`config.mk`:
```
export PLATFORM = sky130hd
export DESIGN_NAME = ext_pipe_unit
export DESIGN_NICKNAME = d
export VERILOG_FILES = /design/src/rtl/ext_pipe_unit.sv
export SDC_FILE = /design/constraint.sdc
export NUM_CORES = 1
export LEC_CHECK = 0
export CORE_MARGIN = 5
export CORE_UTILIZATION = 35
export DETAILED_ROUTE_END_ITERATION = 7
export HOLD_SLACK_MARGIN = 0.1
export PLACE_DENSITY = 0.65
export SLEW_MARGIN = 20
export SYNTH_ARGS = -nofsm -noshare
export SYNTH_HDL_FRONTEND = slang
export SYNTH_SLANG_ARGS = --single-unit
```
`constraint.sdc`:
```
create_clock -name clk -period 3.25 [get_ports clk]
set_input_delay 0.65 -clock clk [delete_from_list [all_inputs] [get_ports clk]]
set_output_delay 0.65 -clock clk [all_outputs]
set_load 0.02 [all_outputs]
```
`src/rtl/ext_pipe_unit.sv`:
```
// Pipelined immediate-extension unit with valid/ready handshake, output register and skid buffer.
// Optional pop counter (xfer_cnt) enabled by defining EXT_PIPE_CNT_EN.
module ext_pipe_unit #(
   parameter int IN_W  = 16,
   parameter int OUT_W = 32,
   parameter int SHAMT = 2,
   parameter int TAG_W = 5
) (
   input  logic             clk,
   input  logic             rst,
   input  logic             in_valid,
   output logic             in_ready,
   input  logic [IN_W-1:0]  in_imm,
   input  logic [1:0]       in_mode,
   input  logic [TAG_W-1:0] in_tag,
   output logic             out_valid,
   input  logic             out_ready,
   output logic [OUT_W-1:0] out_data,
   output logic [TAG_W-1:0] out_tag
`ifdef EXT_PIPE_CNT_EN
   ,
   output logic [15:0]      xfer_cnt
`endif
);

   if (IN_W < 1 || IN_W >= OUT_W) begin : g_bad_in_w
      $error("ext_pipe_unit: IN_W must be >= 1 and < OUT_W");
   end
   if (SHAMT < 0 || SHAMT >= OUT_W) begin : g_bad_shamt
      $error("ext_pipe_unit: SHAMT must be < OUT_W");
   end
   if (TAG_W < 1) begin : g_bad_tag_w
      $error("ext_pipe_unit: TAG_W must be >= 1");
   end

   function automatic logic [OUT_W-1:0] ext_f(input logic [IN_W-1:0] imm,
                                              input logic [1:0]      mode);
      logic signed [OUT_W-1:0] sx;
      logic        [OUT_W-1:0] res;
      sx = signed'({{(OUT_W-IN_W){imm[IN_W-1]}}, imm});
      case (mode)
         2'd0:    res = {{(OUT_W-IN_W){1'b0}}, imm};
         2'd1:    res = sx;
         2'd2:    res = {imm, {(OUT_W-IN_W){1'b0}}};
         default: res = sx <<< SHAMT;
      endcase
      return res;
   endfunction

   logic             vld_p0;
   logic [OUT_W-1:0] data_p0;
   logic [TAG_W-1:0] tag_p0;
   logic             pop;

   logic             vld_p1;
   logic [OUT_W-1:0] data_p1;
   logic [TAG_W-1:0] tag_p1;

   logic             skid_vld;
   logic [OUT_W-1:0] skid_data;
   logic [TAG_W-1:0] skid_tag;

   // Stage p0: combinational extension of the accepted input
   assign in_ready = ~skid_vld;
   assign vld_p0   = in_valid & in_ready;
   assign data_p0  = ext_f(in_imm, in_mode);
   assign tag_p0   = in_tag;
   assign pop      = vld_p1 & out_ready;

   // Stage p1: output register, backed by a one-entry skid buffer
   always_ff @(posedge clk or posedge rst) begin
      if (rst) begin
         vld_p1    <= 1'b0;
         data_p1   <= '0;
         tag_p1    <= '0;
         skid_vld  <= 1'b0;
         skid_data <= '0;
         skid_tag  <= '0;
      end else if (pop && skid_vld) begin
         data_p1  <= skid_data;
         tag_p1   <= skid_tag;
         skid_vld <= 1'b0;
      end else if (vld_p0 && (!vld_p1 || pop)) begin
         vld_p1  <= 1'b1;
         data_p1 <= data_p0;
         tag_p1  <= tag_p0;
      end else if (vld_p0) begin
         skid_vld  <= 1'b1;
         skid_data <= data_p0;
         skid_tag  <= tag_p0;
      end else if (pop) begin
         vld_p1 <= 1'b0;
      end
   end

   assign out_valid = vld_p1;
   assign out_data  = data_p1;
   assign out_tag   = tag_p1;

`ifdef EXT_PIPE_CNT_EN
   logic [15:0] cnt_q;

   always_ff @(posedge clk or posedge rst) begin
      if (rst) begin
         cnt_q <= '0;
      end else if (pop) begin
         cnt_q <= cnt_q + 16'd1;
      end
   end

   assign xfer_cnt = cnt_q;
`endif

endmodule

```
# Word level (Yosys, flattened, before mapping)
# Cells that the tools add are included.
[word_totals]
reg_bits = 76
latchBits = 0
ram_bits = 0
mem_bits_ro = 0
in_bits = 27
output_inout_bits = 39
word_cells = 37
n_memories = 0
[classes]
n_addsub = 0
mul = 0
n_div = 0
magnitude_cmp = 0
eq_ne = 4
shifts = 0
muxes = 11
bitwise = 5
n_reduce_logical = 11
[ops]
columns = ["cell", "count"]
rows = [
  ["32-bit one-hot mux with 3 select lines", 1],
  ["32-bit two-way mux", 2],
  ["5-bit two-way mux", 2],
  ["1-bit two-way mux", 6],
  ["3-bit AND reduction", 2],
  ["2-bit nonzero test", 3],
  ["1-bit NOT", 3],
  ["1-bit AND", 2],
  ["2-bit by 1-bit == test with 1-bit output (second input constant)", 1],
  ["2-bit == test (second input constant)", 1],
  ["1-bit logical AND", 2],
  ["2-bit zero test", 1],
  ["2-bit by 1-bit inequality test with 1-bit output (second input constant)", 1],
  ["2-bit inequality test (second input constant)", 1],
  ["2-bit AND reduction", 1],
  ["1-bit zero test", 1],
  ["1-bit logical OR", 1],
]

# Logic depth before layout (Yosys ltp)
# Gate-level depths: netlist (run 1).
[depth]
ltp_word = 5
mapped_depth = 5
depth_no_buf = 3

# Worst setup path after synthesis (run 1)
# Ideal clock, no wire load.
[synth_path]
path_type = "input to register"
startpoint = "input port in_mode[1]"
endpoint = "register data_p1[10], in the netlist out_data[10]"
arrival_time_ps = 1467
required_time_ps = 3118
setup_slack_ps = 1651
stages = 5
n_path_buf = 2
cell_sequence = "buf_2 > and2_2 > buf_4 > a21oi_1 > o221ai_2"
[synth_via]
elab_chain_len = 4
[synth_lines]
columns = ["element", "line_no", "rtl"]
rows = [
  ["from (decl)", "14", "input logic [1:0] in_mode,"],
  ["2-bit == test (tied with other cells)", "41", "case (mode)"],
  ["32-bit one-hot mux with 3 select lines (*)", "41", ""],
  ["32-bit two-way mux (*)", "83", "end else if (vld_p0 && (!vld_p1 || pop)) begin"],
  ["32-bit two-way mux (*)", "79", "end else if (pop && skid_vld) begin"],
  ["to (signal assigned)", "80", "data_p1 <= skid_data;"],
  ["to (signal assigned)", "85", "data_p1 <= data_p0;"],
  ["to (decl)", "56", "logic [OUT_W-1:0] data_p1;"],
]
# Every way passes the cells marked *; elsewhere a longest branch is shown, timed or not. The select of a mux whose other input is x is not followed.
# A chain may end at the register's enable or synchronous reset.

# Worst setup path after layout (run 1)
[layout_path]
startpoint = "input port out_ready"
endpoint = "register skid_data[11]"
[layout_via]
elab_chain_len = 5
[layout_lines]
columns = ["element", "line_no", "rtl"]
rows = [
  ["from (decl)", "17", "input logic out_ready,"],
  ["1-bit AND (*)", "68", "assign pop = vld_p1 & out_ready;"],
  ["1-bit logical OR", "83", ""],
  ["1-bit logical AND", "83", ""],
  ["1-bit NOT (no source line)", "--", ""],
  ["3-bit AND reduction (no source line) (*)", "--", ""],
  ["to (signal assigned)", "89", "skid_data <= data_p0;"],
  ["to (decl)", "60", "logic [OUT_W-1:0] skid_data;"],
]
# Every way passes the cells marked *; elsewhere a longest branch is shown, timed or not.

==> results of run 1 <==
-- registers in the layout, indices dropped and copies added (netlist names) --
name,count
skid_data,32
skid_tag,5
out_data,32
out_valid,1
out_tag,5
skid_vld,1
-- worst min-delay path: cells and delay by family, from the launching register on --
| kind | cells | cell delay [ns] |
|---|---|---|
| AND/OR/NAND/NOR | 2 | 0.10 |
| flip-flops | 1 | 0.34 |
-- power by group through the flow --
stage	clock network [mW]	registers, mW	logic (mW)
3_5_place_dp	0	1.61	1.62
5_1_grt	0.895	1.65	1.76
6_report	0.833	1.59	1.60
4_1_cts	0.845	1.60	1.63
3_3_place_gp	0	1.60	1.58
2_1_floorplan	0	1.80	0.761
-- how the worst min path moves through the flow --
| stage | slack, ns | end | cells past startpoint |
|---|---|---|---|
| global placement | 0.45 | skid_tag[1] | 2 |
| finish | 0.47 | skid_tag[1] | 2 |
| detailed placement | 0.45 | skid_tag[1] | 2 |
| floorplan | 0.44 | skid_tag[0] | 2 |
| CTS | 0.47 | skid_tag[1] | 2 |
| global route | 0.50 | skid_tag[1] | 2 |
-- through the flow --
step	instance area, µm²	instances	worst slack (ns)
floorplan	3460	354	0.662
global placement	4230	536	0.748
detailed placement	4230	536	0.679
finish	4460	552	1.03
global route	4460	552	0.941
CTS	4460	552	1.06
-- routing by layer --
layer  vias to the layer above  routed length [µm]  track usage, %
li1                       1328                   -               -
met3                        17                 376            3.29
met1                      1323                3990            20.1
met2                        62                4180            23.5
met4                         0                 173            6.77
met5                         -                   0               0
-- cells in the final DEF (no fill, tap or decap) --
cell and n:
a21oi_2 1, and2b_1 2, buf_4 6, dfrtp_1 76
or3_1 1, inv_2 1, and3_1 1, o21ai_2 1
o21ai_0 5, nand3_1 2, a31oi_1 2, and2b_4 1
nor3_1 2, inv_6 1, bufinv_16 2, clkdlybuf4s50_1 65
o21ai_1 32, nand2b_4 1, clkbuf_8 11, mux2i_1 1
clkinv_2 1, buf_12 2, nand4bb_2 1, a21oi_1 28
nor2_1 3, and2_1 5, o221ai_2 10, a221o_1 6
clkinv_4 1, and2_2 1, nand2b_1 3, mux2_2 1
inv_1 31, nor2b_1 14, o221ai_1 19, nand2_1 78
and4bb_2 1
-- final cells by class --
cell class	instances	area (µm²)	area share, %
clock buffers	11	151	3.39
clock inverters	5	82.6	1.85
inverters	32	120	2.69
multi-input cells	222	1300	29.2
flip-flops and latches	76	1900	42.6
well taps	133	166	3.73
repair buffers	73	736	16.5
-- logic make-up after synthesis --
| kind of cell | Yosys count | synth area share (%) |
|---|---|---|
| buffers and inverters | 56 | 7.52 |
| DFF | 76 | 55.0 |
| and+or+nand+nor | 116 | 15.7 |
| AOI/OAI and AO/OA | 104 | 21.2 |
| muxes | 2 | 0.615 |
==> summary.md, run 1 <==
| Metric | Value |
|---|---|
| Crit path capture type | flip-flop |
| GP Congestion | 0.836 |
| Tmin final | 2.22 ns |
| Area grow syn2layout | 28.9% |
| Hold Fails Final Rpt | 0 |
| Post-route ant nets | 0 |
| Reg2reg setup slack | 1.37 ns |
| Sw Ratio | 36.5% |
| Syn_nets | between 300 and 400 |
| Resized cells post-CTS | 0 |
| Initial DRC Count | a little under 200 |
| R2R Path Start | skid_vld |
| LEAKAGE | around 1.9 nW |
| CTS Hold Bufs | 0 |
| Cell Pwr Density | about 900 mW/mm² |
| Int Pwr | about 2.6 mW |
| Mean Syn Cell Area | 9.77 µm² |
| Startpoint types | primary input |
| Drt total wl | a little under 9000 µm |
| Clock slew seen by the registers of the worst setup and hold paths | 0.08 ns |
| TritonCTS clock tree | done |
| Number of cells on the critical path | 5 |
| Max cap viols | 0 |
| Final period utilization | about two thirds |
| Synth top cells by count | nand2_1, dfrtp_1, inv_1, o21ai_1, a21oi_1 |
| Portion of total power attributed to the clock network | between 20% and 30% |
| H-tree depth | 3 |
| Number of CTS-inserted buffers | 9 |
| Clock Latency Late Sink | 0.35 ns |
| Post-layout util | between 40% and 50% |
| Top-count cell post-synth | nand2_1 |
| Setup TNS Final | 0 ns |
| Maximum vdd ir drop | roughly 0.00029 V |
| Initial antenna violation count | 0 |
| Critical path's largest stage delay | between 0.7 and 0.8 ns |
| Starting Density | between 30% and 40% |
| Antenna cells | 0 |
| Share of layout cells above drive strength 1 | approximately 10% |
| Top-area cell type share of the netlist area | 55.0% |
| Reg2reg end | skid_data[11] |
| IO Pins | 66 |
| FF-to-FF path depth | 4 |
| Dpl hpwl | roughly 6200 µm |
| Vias in the first global route | roughly 2700 |
| Synth Instances | between 300 and 400 |
| Vias per inst | 4.95 |
| Seq/Total Area, Yosys | between 50% and 60% |
| Final Setup Violations | 0 |
| Crit path kind | primary input to flip-flop |
| Crit-path cells | clkdlybuf4s50_1 -> nand4bb_2 -> buf_12 -> nand2_1 -> o21ai_1 |
| Std-Cell Rows | 36 |
| Layout Skew | ~0.014 ns |
| Clock root cell | clkbuf_8 |
| Crit-path max FO | between 40 and 50 |
| Register bit count reported by yosys | 76 |
| Largest net degree at the start of global routing | 64 |
| Hold Crit Class | flip-flop to flip-flop |
| Unique masters post-synth | 33 |
| Die footprint | 0.0120 mm² |
| DRC | 0 |
| Sink Count | 76 |
| Combinational group share of total power | between 30 and 40% |
| Worst Path Required | roughly 3.5 ns |
| Switch Pwr | about 1.5 mW |
| Top_reg_cell synth | dfrtp_1 |
| Post-synth EDFFs | 0 |
| Sequential Power Share | just under 40% |
| Status | finished, final reports clean |
| Fin Hold WS | 0.471 ns |
| Max Clk Rate | 0.450 GHz |
| Post-CTS Setup Bufs | 0 |
| Slew headroom | a little over half |
| Gr ovfl total | 0 |
| Number of port buffers | between 60 and 70 |
| Critical path's top delay family | buffers and inverters |
| Tot Pwr | roughly 4.0 mW |
| DR pass1 iterations | 4 |
| Buf/Inv on CP | 2 |
| First-pass GRT wire length | ~14000 µm |
| Routed WL per cell | approximately 16 µm |
| Height of the chip | around 110 µm |
| Worst Setup EP | skid_data[11] |
| Slew @ Worst Pin | approximately 0.68 ns |
| Slowest CP cell | nand4bb_2 |
| Hold wc startpoint | skid_tag[1] |
| Final net count | 441 |
| Chip Width | 109 µm |
| Clk buf depth | 2 |
| Setup repair after global routing missed its margin | no |
| Async S/R FF share, synth | 100% |
| Fill cell count | 958 |
| Max-slew violations | 0 |
| Area leader, netlist | dfrtp_1 |
| Total GRT Usage | between 10% and 20% |
| Synth area leaders | dfrtp_1, nand2_1, o221ai_1 |
| Critical Path Start | out_ready |
| WP data arrival | approximately 2.5 ns |
| Ys Warns | 0 |
| Post-Synthesis Cell Area | around 0.0035 mm² |
| Core Area | 0.00973 mm² |
| Via count | ~2700 |
Note: power is estimated with default switching activity, not from simulation.
==> run 2, diff against run 1 <==
==> constraint.sdc (replaced) <==
create_clock -name clk -period 2.1 [get_ports clk]
set_input_delay 0.42 -clock clk [delete_from_list [all_inputs] [get_ports clk]]
set_output_delay 0.42 -clock clk [all_outputs]
set_load 0.02 [all_outputs]
==> summary.md, run 2 (synthesis results as in run 1) <==
| Metric | Value |
|---|---|
| Crit path capture type | output pin |
| Max cap viols | 0 |
| DRC | 0 |
| Switch Pwr | roughly 2.3 mW |
| Clk buf depth | 2 |
| Post-route ant nets | 0 |
| First-pass GRT wire length | 14300 µm |
| Chip Width | between 100 and 150 µm |
| Max-slew violations | 0 |
| Via count | between 2000 and 3000 |
| CTS Hold Bufs | 0 |
| Number of CTS-inserted buffers | 9 |
| Setup repair after global routing missed its margin | no |
| Gr ovfl total | 0 |
| Most frequent cells in the layout | nand2_1, dfrtp_1, clkdlybuf4s50_1, o21ai_1, inv_1 |
| Dpl hpwl | about 6200 µm |
| Area grow syn2layout | 29.0% |
| LEAKAGE | around 1.9 nW |
| Post-CTS Setup Bufs | 0 |
| Final period utilization | between 90% and 100% |
| Vias in the first global route | 2795 |
| Int Pwr | 3.83 mW |
| Slew @ Worst Pin | between 0.4 and 0.5 ns |
| GP Congestion | ~0.84 |
| Post-Place Cell Area | around 0.0043 mm² |
| Height of the chip | roughly 110 µm |
| Post-Place Worst Slack | 0.120 ns |
| Initial antenna violation count | 0 |
| Clock Latency Late Sink | approximately 0.35 ns |
| Layout Skew | 0.00746 ns |
| TritonCTS clock tree | done |
| Worst Path Required | 1.68 ns |
| Share of layout cells above drive strength 1 | a little over a tenth |
| Vias per inst | roughly 5 |
| Crit path kind | flip-flop to output pin |
| Drt total wl | 8860 µm |
| Total GRT Usage | approximately 16% |
| Sw Ratio | between 30 and 40% |
| Sink Count | between 70 and 80 |
| Routed WL per cell | between 15 and 20 µm |
| Antenna cells | 0 |
| H-tree depth | 3 |
| Max Clk Rate | 0.518 GHz |
| Core Area | roughly 0.0097 mm² |
| Clock root cell | clkbuf_8 |
| Startpoint types | flip-flop |
| Final Setup Violations | 0 |
| Status | finished, final reports clean |
| Crit-path max FO | 8 |
| Hold Fails Final Rpt | 0 |
| Starting Density | between 30% and 40% |
| Tmin final | between 1.5 and 2 ns |
| Resized cells post-CTS | 0 |
| Std-Cell Rows | 36 |
| Final net count | about 440 |
| Portion of total power attributed to the clock network | between 10% and 20% |
| Slew headroom | 69.3% |
| Clock slew seen by the registers of the worst setup and hold paths | approximately 0.080 ns |
| Placed cells | approximately 540 |
| WP data arrival | ~1.5 ns |
| Final non-filler cell area | 0.00446 mm² |
| Number of port buffers | between 60 and 70 |
| DR pass1 iterations | 4 |
| Hold Crit Class | flip-flop to flip-flop |
| Initial DRC Count | about 170 |
| Largest net degree at the start of global routing | 77 |
| Final worst setup slack | around 0.17 ns |
| Setup TNS Final | 0 ns |
| IO Pins | 66 |
| Finished Layout Cells | 553 |
| Die footprint | around 0.012 mm² |
| Tot Pwr | about 6.1 mW |
| Sequential Power Share | between 40% and 50% |
| Cell Pwr Density | between 1000 and 1500 mW/mm² |
| Commonest non-fill, non-tap cell in the layout | nand2_1 |
| Combinational group share of total power | 41.1% |
| Maximum vdd ir drop | 0.000480 V |
run 2: cell count changes in the layout (fill, tap and decap cells not counted), sizes merged:
cell      change
bufinv        -1
clkinvlp      +3
inv           -2
clkinv        +1
clkbuf        -1
buf           +1
run 2: stage by stage:
step                      hold slack (ns)  util, %
after floorplan                     0.437        -
after global placement              0.449     43.8
after detailed placement            0.455     43.8
after CTS                           0.476     45.9
after global routing                0.493     45.9
final                               0.477     45.9
run 2: layout make-up:
cell class / instances / area [µm²]
tap: 133 / 166
inverter: 32 / 124
timing repair buffer: 74 / 768
clock buffer: 10 / 138
clock inverter: 6 / 63.8
multi-input combinational: 222 / 1300
fill: 958 / 5270
sequential: 76 / 1900
run 2: worst paths after layout:
kind                                      end  slack, ns  cells past startpoint         from
worst max-delay path                 in_ready       0.17                      2     skid_vld
worst min-delay path              skid_tag[3]       0.48                      2  skid_tag[3]
worst max register to register  skid_data[24]       0.63                      4     skid_vld
worst min register to register    skid_tag[3]       0.48                      2  skid_tag[3]
max in group asynchronous        out_data[11]       1.25                      3          rst
min in group asynchronous         out_data[8]       0.51                      3          rst
run 2: worst max-delay path: stages (launching register included):
cell and delay [ns]:
dfrtp_1 0.45, inv_1 0.10, clkdlybuf4s50_1 0.61
run 2: layer usage:
metal	share of wire, %	global-route usage [%]	vias up
li1	-	-	1331
met1	46	21.0	1297
met2	47	24.1	81
met3	5.9	3.35	15
met4	1.9	6.95	0
met5	0	0	-
run 2: power groups by stage:
stage,sequential (mW),clock (mW),combinational [mW]
after global placement,2.48,0,2.50
after floorplan,2.78,0,1.18
after CTS,2.47,1.16,2.56
after global routing,2.55,1.22,2.77
after detailed placement,2.50,0,2.54
final,2.47,1.14,2.52
==> run 3, diff against run 2 <==
--- a/config.mk
+++ b/config.mk
@@ -7,6 +7,7 @@
 export LEC_CHECK = 0
 export CORE_MARGIN = 5
 export CORE_UTILIZATION = 35
+export CTS_BUF_LIST = sky130_fd_sc_hd__clkbuf_4 sky130_fd_sc_hd__clkbuf_8
 export DETAILED_ROUTE_END_ITERATION = 7
 export HOLD_SLACK_MARGIN = 0.1
 export PLACE_DENSITY = 0.65
==> results of run 3 <==
The final DEF is identical to that of run 2; final timing and power are the same.
